[src/rtl/add_serial_if.sv]
// Operand/result handshake bundle for the digit-serial adder.
// master drives operands and takes results; slave is the adder.
interface add_serial_if #(
  parameter int WIDTH = 8
);
  logic             in_valid;
  logic             in_ready;
  logic [WIDTH-1:0] input_a;
  logic [WIDTH-1:0] input_b;
  logic             sub;
  logic             carry_in;
  logic             out_valid;
  logic             out_ready;
  logic [WIDTH-1:0] answer;
  logic             carry;
  logic             overflow;

  modport master (
    output in_valid,
    output input_a,
    output input_b,
    output sub,
    output carry_in,
    output out_ready,
    input  in_ready,
    input  out_valid,
    input  answer,
    input  carry,
    input  overflow
  );

  modport slave (
    input  in_valid,
    input  input_a,
    input  input_b,
    input  sub,
    input  carry_in,
    input  out_ready,
    output in_ready,
    output out_valid,
    output answer,
    output carry,
    output overflow
  );
endinterface

[src/rtl/add_serial.sv]
// Digit-serial adder/subtractor: DIGIT bits per clock,
// registered carry, valid/ready on both sides.
module add_serial #(
  parameter int WIDTH = 8,
  parameter int DIGIT = 2
) (
  input logic       iclk,
  input logic       rst,
  add_serial_if.slave bus
);
  localparam int STEPS = WIDTH / DIGIT;
  localparam int CW = (STEPS > 1) ? $clog2(STEPS) : 1;

  typedef enum logic [1:0] {
    IDLE = 2'd0,
    RUN  = 2'd1,
    DONE = 2'd2
  } state_t;

  state_t state_q;
  state_t state_d;

  logic [WIDTH-1:0] a_q;
  logic [WIDTH-1:0] b_q;
  logic [WIDTH-1:0] sh_q;
  logic [WIDTH-1:0] ans_q;
  logic [WIDTH-1:0] ans_nxt;
  logic [CW-1:0]    cnt_q;
  logic             cy_q;
  logic             sub_q;
  logic             carry_q;
  logic             ovf_q;

  logic [DIGIT:0]   dsum;
  logic [DIGIT-1:0] ds;
  logic             dc;
  logic             cmsb;
  logic             last;
  logic             acc;
  logic             in_ready;
  logic             out_valid;

  assign dsum = {1'b0, a_q[DIGIT-1:0]}
              + {1'b0, b_q[DIGIT-1:0]}
              + {{DIGIT{1'b0}}, cy_q};
  assign ds   = dsum[DIGIT-1:0];
  assign dc   = dsum[DIGIT];
  // carry into the top bit of this digit, recovered from its sum bit
  assign cmsb = ds[DIGIT-1] ^ a_q[DIGIT-1] ^ b_q[DIGIT-1];
  assign last = (cnt_q == CW'(STEPS - 1));
  assign acc  = bus.in_valid & in_ready;

  assign ans_nxt = (sh_q >> DIGIT)
                 | (WIDTH'(ds) << (WIDTH - DIGIT));

  always_ff @(posedge iclk) begin
    if (rst) begin
      state_q <= IDLE;
    end else begin
      state_q <= state_d;
    end
  end

  always_comb begin
    state_d = state_q;
    unique case (1'b1)
      (state_q == IDLE): begin
        if (acc) state_d = RUN;
      end
      (state_q == RUN): begin
        if (last) state_d = DONE;
      end
      (state_q == DONE): begin
        if (bus.out_ready)
          state_d = bus.in_valid ? RUN : IDLE;
      end
      default: state_d = IDLE;
    endcase
  end

  always_comb begin
    in_ready  = 1'b0;
    out_valid = 1'b0;
    unique case (1'b1)
      (state_q == IDLE): in_ready = 1'b1;
      (state_q == DONE): begin
        in_ready  = bus.out_ready;
        out_valid = 1'b1;
      end
      default: ;
    endcase
  end

  always_ff @(posedge iclk) begin
    if (rst) begin
      a_q     <= '0;
      b_q     <= '0;
      sh_q    <= '0;
      ans_q   <= '0;
      cnt_q   <= '0;
      cy_q    <= 1'b0;
      sub_q   <= 1'b0;
      carry_q <= 1'b0;
      ovf_q   <= 1'b0;
    end else if (acc) begin
      a_q   <= bus.input_a;
      b_q   <= bus.sub ? ~bus.input_b : bus.input_b;
      cy_q  <= bus.carry_in ^ bus.sub;
      sub_q <= bus.sub;
      cnt_q <= '0;
    end else if (state_q == RUN) begin
      a_q   <= a_q >> DIGIT;
      b_q   <= b_q >> DIGIT;
      sh_q  <= ans_nxt;
      cy_q  <= dc;
      cnt_q <= cnt_q + CW'(1);
      if (last) begin
        ans_q   <= ans_nxt;
        carry_q <= dc ^ sub_q;
        ovf_q   <= cmsb ^ dc;
      end
    end
  end

  assign bus.in_ready  = in_ready;
  assign bus.out_valid = out_valid;
  assign bus.answer    = ans_q;
  assign bus.carry     = carry_q;
  assign bus.overflow  = ovf_q;
endmodule

[src/flat_wrapper.sv]
// flat-port wrapper written by rule: the top's interface ports become plain ports
module add_serial_flat 
#(
  parameter int WIDTH = 8,
  parameter int DIGIT = 2
)
  (iclk, rst, bus_in_valid, bus_input_a, bus_input_b, bus_sub, bus_carry_in, bus_out_ready, bus_in_ready, bus_out_valid, bus_answer, bus_carry, bus_overflow);
  add_serial_if #(.WIDTH(WIDTH)) bus_i ();
  input logic iclk;
  input logic rst;
  input wire logic [$bits(bus_i.in_valid)-1:0] bus_in_valid;
  input wire logic [$bits(bus_i.input_a)-1:0] bus_input_a;
  input wire logic [$bits(bus_i.input_b)-1:0] bus_input_b;
  input wire logic [$bits(bus_i.sub)-1:0] bus_sub;
  input wire logic [$bits(bus_i.carry_in)-1:0] bus_carry_in;
  input wire logic [$bits(bus_i.out_ready)-1:0] bus_out_ready;
  output wire logic [$bits(bus_i.in_ready)-1:0] bus_in_ready;
  output wire logic [$bits(bus_i.out_valid)-1:0] bus_out_valid;
  output wire logic [$bits(bus_i.answer)-1:0] bus_answer;
  output wire logic [$bits(bus_i.carry)-1:0] bus_carry;
  output wire logic [$bits(bus_i.overflow)-1:0] bus_overflow;
  assign bus_i.in_valid = bus_in_valid;
  assign bus_i.input_a = bus_input_a;
  assign bus_i.input_b = bus_input_b;
  assign bus_i.sub = bus_sub;
  assign bus_i.carry_in = bus_carry_in;
  assign bus_i.out_ready = bus_out_ready;
  assign bus_in_ready = bus_i.in_ready;
  assign bus_out_valid = bus_i.out_valid;
  assign bus_answer = bus_i.answer;
  assign bus_carry = bus_i.carry;
  assign bus_overflow = bus_i.overflow;
  add_serial #(.WIDTH(WIDTH), .DIGIT(DIGIT)) u_core (.iclk(iclk), .rst(rst), .bus(bus_i));
endmodule
[config.mk]
export PLATFORM = sky130hd
export DESIGN_NAME = add_serial_flat
export DESIGN_NICKNAME = d
export VERILOG_FILES = /design/src/rtl/add_serial_if.sv /design/src/rtl/add_serial.sv /design/src/flat_wrapper.sv
export SDC_FILE = /design/constraint.sdc
export NUM_CORES = 1
export LEC_CHECK = 0
export BUFFER_PORTS_ARGS = -buffer_cell sky130_fd_sc_hd__buf_2
export CORE_MARGIN = 5
export CORE_UTILIZATION = 58
export DETAILED_ROUTE_END_ITERATION = 8
export HOLD_SLACK_MARGIN = 0.08
export PLACE_DENSITY = 0.83
export SLEW_MARGIN = 20
export SYNTH_ARGS = -nofsm -noshare
export SYNTH_HDL_FRONTEND = slang
export SYNTH_SLANG_ARGS = --single-unit
[constraint.sdc]
create_clock -name iclk -period 3.7 [get_ports iclk]
set_clock_uncertainty 0.05 [all_clocks]
set_input_delay 0.37 -clock iclk [delete_from_list [all_inputs] [get_ports iclk]]
set_output_delay 0.37 -clock iclk [all_outputs]
set_load 0.01 [all_outputs]
Word-level counts from Yosys, hierarchy flattened

Index checks and enable logic that the tools add are counted.
Widths: inputs -> output; s select.

Flip-flop bits (word level): 40
Input bits: 22
Word-level logic and storage cells: 48

Add/subtract/negate cells: 3
Eq/ne operators: 6
Multiplexer cells: 14
Bitwise logic cells: 9
Reduce and logical (&&, ||, !) cells: 6

Operator list:

| operator            | number |
|---|---|
| $mux 8              | 5 |
| $not 8->8           | 1 |
| $or 6x8->8          | 1 |
| $mux 2              | 3 |
| $pmux 2 s3          | 1 |
| $reduce_and 3->1    | 2 |
| $xor 1x1->1         | 5 |
| $eq 2x2->1 const B  | 2 |
| $mux 1              | 4 |
| $ne 2x1->1 const B  | 2 |
| $add 2x2->3         | 1 |
| $add 3x1->3         | 1 |
| $add 2x1->2 const B | 1 |
| $eq 2x1->1 const B  | 1 |
| $logic_not 2->1     | 1 |
| $ne 2x2->1 const B  | 1 |
| $pmux 1 s2          | 1 |
| $reduce_and 2->1    | 1 |
| $reduce_bool 2->1   | 1 |
| $reduce_or 2->1     | 1 |
| $and 1x1->1         | 1 |
| $not 1->1           | 1 |

Depth between registers and ports, before layout

Gate-level depths: netlist of the first run.

Depth in word-level cells: 5
Depth in mapped cells: 6
Mapped depth without buffers: 6

Worst setup path before layout of the first run

No wires, ideal clock.

Path type: reg-to-reg
From: register u_core.cy_q
To: register u_core.ovf_q, in the netlist u_core.bus.overflow
Setup time: 0.086 ns
Data arrival time: 1.734 ns
Data required time: 3.564 ns
Setup slack: 1.830 ns
Cell stages (with the launch flop): 7
Buffers on the path: 0
Clock period less this slack: 1.870 ns
Cell sequence: dfxtp_1 inv_1 fa_1 fa_1 xnor2_1 xnor2_1 a211oi_1

Word-level cells in the longest chain between the ends: 4

RTL lines:

| element                   | RTL line          | source |
|---|---|---|
| start, declared           | add_serial.sv:29  | `logic cy_q;` |
| start signal, assigned    | add_serial.sv:108 | `cy_q <= bus.carry_in ^ bus.sub;` |
| $add 3x1->3 (*)           | add_serial.sv:45  | `+ {{DIGIT{1'b0}}, cy_q};` |
| $xor 1x1->1 (2 in series) | add_serial.sv:49  | `assign cmsb = ds[DIGIT-1] ^ a_q[DIGIT-1] ^ b_q[DIGIT-1];` |
| $xor 1x1->1 (*)           | add_serial.sv:120 | `ovf_q <= cmsb ^ dc;` |
| end signal, assigned      | add_serial.sv:120 |  |
| end, declared             | add_serial.sv:32  | `logic ovf_q;` |

Every way passes the cells marked *; elsewhere a longest branch is shown, timed or not.
A chain may end at the register's enable or synchronous reset.

Worst setup path after layout of the first run

Same ends and word-level chain as after synthesis.

==> results of run 1 <==
-- placed cells by master (no fill, tap or decap) --
| cell | count |
|---|---|
| o32a_1 | 1 |
| nand3_1 | 5 |
| mux2i_1 | 1 |
| inv_1 | 5 |
| a21oi_1 | 28 |
| a32oi_1 | 12 |
| nand2_1 | 22 |
| clkbuf_8 | 1 |
| clkinv_2 | 1 |
| a21oi_2 | 1 |
| nor2b_1 | 4 |
| nand2b_4 | 1 |
| nor3_1 | 2 |
| nand2b_1 | 2 |
| o21ai_1 | 1 |
| nand3b_1 | 1 |
| o211ai_1 | 17 |
| and3b_1 | 1 |
| clkinvlp_4 | 1 |
| buf_4 | 3 |
| nor2_1 | 9 |
| a211oi_1 | 5 |
| buf_2 | 33 |
| xnor2_1 | 6 |
| a2bb2oi_1 | 1 |
| xor2_1 | 8 |
| o21a_1 | 1 |
| fa_1 | 2 |
| ha_1 | 1 |
| clkbuf_4 | 5 |
| dfxtp_1 | 38 |
-- synth_stat cells --
cell type   n  area [um^2]
o211ai_1   17          128
nor3_1      2         10.0
o21ai_1     1         5.00
nor2b_1     4         25.0
nand2_1    22         82.6
o32a_1      1         10.0
buf_2      12         60.1
xnor2_1     6         52.6
fa_1        2         40.0
buf_6       2         22.5
a2bb2oi_1   1         8.76
inv_1       5         18.8
clkbuf_1    4         15.0
dfxtp_1    38          761
xor2_1      8         70.1
nand2b_4    1         13.8
nand2b_1    2         12.5
mux2i_1     1         10.0
nor2_1      9         33.8
a21oi_1    28          140
o21a_1      1         7.51
nand3b_1    1         7.51
nand3_1     5         25.0
a211oi_1    5         37.5
ha_1        1         12.5
a21oi_2     1         8.76
and3b_1     1         8.76
a32oi_1    12          105
buf_4       2         15.0
-- power by group --
group,switching [W],internal [W],total [W]
clock,0.000137,0.0000914,0.000229
sequential,0.0000128,0.000429,0.000441
combinational,0.0000631,0.0000487,0.000112
-- cell families (layout without fill, tap and decap cells) --
group / after synthesis / count (layout)
compound gates: 67 / 67
xor+xnor: 14 / 14
fa+ha+maj: 3 / 3
buf+inv: 25 / 49
flops: 38 / 38
mux: 1 / 1
simple gates: 47 / 47
-- metal layers --
layer / up-vias / routed length (um)
li1: 735 / -
met1: 702 / 1670
met2: 40 / 1670
met3: 5 / 194
met4: 0 / 40
met5: - / 0
-- registers in the layout, summed over array words and instances, names as in the netlist --
register             flops
u_core.a_q               8
u_core.b_q               8
u_core.bus.answer        8
u_core.bus.carry         1
u_core.bus.overflow      1
u_core.cnt_q             2
u_core.cy_q              1
u_core.sh_q              6
u_core.state_q           2
u_core.sub_q             1
-- metrics by stage --
stage | setup WS, ns | std cells | utilization (%) | total power [W]
6_report | 1.74 | 252 | 64.7 | 0.000782
5_1_grt | 1.61 | 252 | 64.7 | 0.000824
4_1_cts | 1.73 | 252 | 64.7 | 0.000785
3_5_place_dp | 1.76 | 244 | 62.6 | 0.000561
3_3_place_gp | 1.79 | 244 | 62.6 | 0.000559
2_1_floorplan | 1.83 | 195 | - | 0.000538
-- worst min-delay path, cell delays in order --
cell     delay, ns
buf_2         0.09
nand3_1       0.05
a21oi_1       0.05
-- area by class of cell --
cell class / count / area, um^2 / share of cell area (%)
repair buffers: 36 / 188 / 9.74
flip-flops and latches: 38 / 761 / 39.5
clock buffers: 6 / 51.3 / 2.66
well taps: 33 / 41.3 / 2.14
clock inverters: 2 / 12.5 / 0.649
inverters: 5 / 18.8 / 0.974
multi-input cells: 132 / 855 / 44.4
-- how the worst min path moves through the flow --
stage                          from              endpoint  slack (ns)  depth (start not counted)
6_report             bus_input_a[6]         u_core.a_q[6]        0.21                          3
5_1_grt              bus_input_a[7]         u_core.a_q[7]        0.20                          3
4_1_cts              bus_input_a[7]         u_core.a_q[7]        0.21                          3
3_5_place_dp   u_core.bus.answer[4]  u_core.bus.answer[4]        0.40                          2
3_3_place_gp   u_core.bus.answer[4]  u_core.bus.answer[4]        0.39                          2
2_1_floorplan        u_core.sh_q[2]  u_core.bus.answer[0]        0.38                          2
==> flow_metrics.env, run 1 <==
export IMPL_fillers=268
export IMPL_relSlewSlack_pct=40.1
export IMPL_syn_avg_cell_area_um2=8.96
export IMPL_avgRoutedWirePerCell_um=14.2
export IMPL_dieWidth_um=64.9
export IMPL_vias_per_cell=5.88
export IMPL_grt_pass1_vias=1345
export IMPL_ir_drop_mv=0.280
export IMPL_crit_end="u_core.bus.overflow"
export IMPL_dpl_hpwl_um=2230
export IMPL_finalMaxSlewViolations=0
export IMPL_clock_latency_ns=0.34
export IMPL_crit_family="adder cells"
export IMPL_synth_compound_area_share_pct=25.8
export IMPL_r2r_start="u_core.cy_q"
export IMPL_synth_cell_types=29
export IMPL_holdCritPathClass="in -> reg"
export IMPL_cts_tree="done"
export IMPL_yosysSeqAreaShare_pct=43.6
export IMPL_dieArea_um2=4210
export IMPL_coreArea_um2=2980
export IMPL_globalRouteMet1Util_pct=22.9
export IMPL_required_ns=3.91
export IMPL_max_cap_violations=0
export IMPL_worst_pin_slew_ns=0.899
export IMPL_r2r_worst_path_cells=6
export IMPL_busiest_layer="met2"
export IMPL_rsz0062_at_grt="false"
export IMPL_cp_max_fo=3
export IMPL_finalSetupViolCount=0
export IMPL_port_buffers=33
export IMPL_setup_tns_ns=0
export IMPL_synth_xor_xnor_area_share_pct=7.02
export IMPL_cts_sinks=38
export IMPL_drc=0
export IMPL_clkSlewWorstSetupHoldPaths_ns=0.12
export IMPL_max_freq_mhz=510
export IMPL_cpMaxStageDelayCell="fa_1"
export IMPL_ys_warn_count=0
export IMPL_syn_area_um2=1750
export IMPL_io_pins=34
export IMPL_status="finished clean"
export IMPL_endpoint_kind="flip-flop"
export IMPL_crit_chain="inv_1 -> fa_1 -> fa_1 -> xnor2_1 -> xnor2_1 -> a211oi_1"
export IMPL_leakagePower_nw=0.709
export IMPL_antenna_found_initial=0
export IMPL_use_met3_pct=3.99
export IMPL_clockRootBuffer="clkbuf_4"
export IMPL_ctsHtreeMaxLevel=2
export IMPL_first_iter_violations=71
export IMPL_finalHoldWorstSlack_ns=0.210
export IMPL_cts_resized=0
export IMPL_post_dp_cell_area_um2=1860
export IMPL_grt_max_degree=39
export IMPL_nNetsFinal=243
export IMPL_start_util_pct=58.7
export IMPL_antenna_cells=0
export IMPL_critPathLaunchType="flip-flop"
export IMPL_synth_fa_ha_area_share_pct=3.01
export IMPL_gp_congestion=0.700
export IMPL_r2r_end="u_core.bus.overflow"
export IMPL_synth_nets=220
export IMPL_period_share_pct=53.0
export IMPL_netlist_instances=195
export IMPL_grt_use_met2_pct=30.0
export IMPL_num_vias=1482
export IMPL_grtUsageTotal_pct=18.1
export IMPL_synth_mux_area_share_pct=0.573
export IMPL_area_delta_synth_final_pct=10.3
export IMPL_cts_max_path_buffers=2
export IMPL_worstPathArrival_ns=2.17
export IMPL_max_stage_delay_ns=0.50
export IMPL_rows=20
export IMPL_synth_top_family_by_area="compound AO/OA/AOI/OAI gates"
export IMPL_drt_pass1_iter_count=4
export IMPL_routed_wl_um=3580
export IMPL_ant_nets=0
export IMPL_fin_crit_ns=1.96
export IMPL_gr_total_overflow=0
export IMPL_drive_gt1_share_pct=21.0
export IMPL_crit_start="u_core.cy_q"
export IMPL_die_h_um=64.9
export IMPL_cts_setup_buffers=0
export IMPL_powerDensity_nw_per_um2=406
export IMPL_critPathBufInv=1
export IMPL_grt_pass1_wl_um=6040
export IMPL_hold_viol_final=0
export IMPL_critPathKind="reg -> reg"
export IMPL_cts_buffers_inserted=5
export IMPL_cts_hold_buf=0
export IMPL_cp_depth=6
export IMPL_reg2reg_setup_slack_ns=1.74
export IMPL_final_area_um2=1930
export IMPL_synth_seq_cells=38
export IMPL_synth_simple_area_share_pct=12.5
Power figures use the tool's default switching activity.
==> run 2: changes to the inputs <==
- CORE_UTILIZATION: 58 -> 49
- PLACE_DENSITY: 0.83 -> 0.75
- clock period: 3.7 -> 1.8 ns (I/O delays scaled with it)
==> flow_metrics.env, run 2 (synthesis gave the netlist of run 1 again) <==
export IMPL_io_pins=34
export IMPL_dieArea_um2=4860
export IMPL_holdCritPathClass="in -> reg"
export IMPL_fillers=316
export IMPL_cp_max_fo=2
export IMPL_mostFrequentLayoutCells="36 x dfxtp_1, 33 x buf_2, 28 x a21oi_1"
export IMPL_period_share_pct=103
export IMPL_drc=0
export IMPL_globalRouteMet1Util_pct=19.7
export IMPL_worst_pin_slew_ns=0.724
export IMPL_cts_buffers_inserted=5
export IMPL_dpl_hpwl_um=2400
export IMPL_cts_sinks=38
export IMPL_seqPwrFrac_pct=55.9
export IMPL_ir_drop_mv=0.482
export IMPL_antenna_found_initial=0
export IMPL_relSlewSlack_pct=51.7
export IMPL_dieWidth_um=69.7
export IMPL_critPathLaunchType="flip-flop"
export IMPL_max_cap_violations=0
export IMPL_grt_max_degree=39
export IMPL_endpoint_kind="flip-flop"
export IMPL_clkSlewWorstSetupHoldPaths_ns=0.10
export IMPL_busiest_layer="met2"
export IMPL_swShare_pct=26.5
export IMPL_cts_max_path_buffers=2
export IMPL_clockRootBuffer="clkbuf_4"
export IMPL_numPlacedInstances=263
export IMPL_routed_wl_um=3670
export IMPL_setup_ws_ns=-0.0487
export IMPL_num_vias=1507
export IMPL_ant_nets=0
export IMPL_required_ns=1.95
export IMPL_finalSetupViolCount=1
export IMPL_max_freq_mhz=541
export IMPL_use_met3_pct=4.20
export IMPL_leakagePower_nw=0.762
export IMPL_grt_use_met2_pct=26.6
export IMPL_gr_total_overflow=0
export IMPL_clkPwrFrac_pct=28.2
export IMPL_gp_congestion=0.747
export IMPL_rsz0062_at_grt="true"
export IMPL_cts_setup_buffers=0
export IMPL_area_delta_synth_final_pct=17.3
export IMPL_grt_pass1_vias=1439
export IMPL_vias_per_cell=5.52
export IMPL_first_iter_violations=93
export IMPL_drt_pass1_iter_count=4
export IMPL_finalHoldWorstSlack_ns=0.0886
export IMPL_mostFrequentLayoutCell="dfxtp_1"
export IMPL_coreArea_um2=3390
export IMPL_stdcell_count=273
export IMPL_hold_viol_final=0
export IMPL_avgRoutedWirePerCell_um=13.4
export IMPL_port_buffers=33
export IMPL_clock_latency_ns=0.34
export IMPL_finalMaxSlewViolations=0
export IMPL_grtUsageTotal_pct=16.1
export IMPL_switchingPower_w=0.000430
export IMPL_p_total_w=0.00163
export IMPL_powerDensity_nw_per_um2=793
export IMPL_violations="negative setup slack"
export IMPL_grt_pass1_wl_um=6480
export IMPL_cts_tree="done"
export IMPL_combPwrFrac_pct=16.0
export IMPL_critPathKind="reg -> reg"
export IMPL_drive_gt1_share_pct=25.6
export IMPL_p_int_w=0.00119
export IMPL_ctsHtreeMaxLevel=2
export IMPL_status="finished with violations"
export IMPL_worstPathArrival_ns=2.00
export IMPL_rows=21
export IMPL_nNetsFinal=251
export IMPL_start_util_pct=51.5
export IMPL_antenna_cells=0
export IMPL_fin_crit_ns=1.85
export IMPL_die_h_um=69.7
[run 2: timing repair]
action,4_1_cts,5_1_grt
resized for setup,0,4
setup endpoints to repair,2,4
endpoints found under the hold margin,2,0
pin swaps,1,0
hold buffers,2,0
[run 2: power groups by stage]
stage	clock, W	sequential, W	combinational, W
3_5_place_dp	0	0.000927	0.000248
5_1_grt	0.000513	0.000916	0.000287
6_report	0.000458	0.000908	0.000259
2_1_floorplan	0	0.000918	0.000190
4_1_cts	0.000467	0.000908	0.000252
3_3_place_gp	0	0.000926	0.000244
[run 2: layer usage]
metal	part of all wire, %	wire [um]	vias up
met5	0	0	-
met4	2.5	90	0
met3	6.1	225	11
met2	48	1750	46
met1	44	1610	692
li1	-	-	758
[run 2: area by class of cell]
class                           instances  area (um^2)  area share (%)
Timing Repair Buffer                   44          278            13.6
Clock buffer                            7         55.1            2.69
Clock inverter                          1         5.00           0.244
Multi-Input combinational cell        132          872            42.6
Inverter                                5         18.8           0.916
Sequential cell                        38          763            37.2
Tap cell                               46         57.6            2.81
[run 2: path summary, 6_finish.rpt]
kind                             start  slack [ns]              endpoint  depth (start not counted)
setup reg to reg         u_core.a_q[0]       -0.05   u_core.bus.overflow                          6
hold / removal          bus_input_a[0]        0.09         u_core.a_q[0]                          3
hold reg to reg   u_core.bus.answer[1]        0.41  u_core.bus.answer[1]                          2
setup / recovery         u_core.a_q[0]       -0.05   u_core.bus.overflow                          6
[run 2: critical path, stage by stage, from the launching register on]
cell and delay, ns:
dfxtp_2 0.35, inv_2 0.04, fa_2 0.38, fa_2 0.57
xnor2_2 0.12, xnor2_1 0.13, a211oi_1 0.08
[run 2: per-stage QoR]
step	cell area (um^2)	setup TNS (ns)	setup WS [ns]	util, %
final	2050	-0.0487	-0.0487	60.5
after global routing	2050	-0.189	-0.103	60.5
after CTS	2030	-0.0290	-0.0290	60.0
after detailed placement	1950	-0.0469	-0.0469	57.6
after global placement	1950	-0.0192	-0.0192	57.6
after floorplan	1750	-0.00356	-0.00356	-
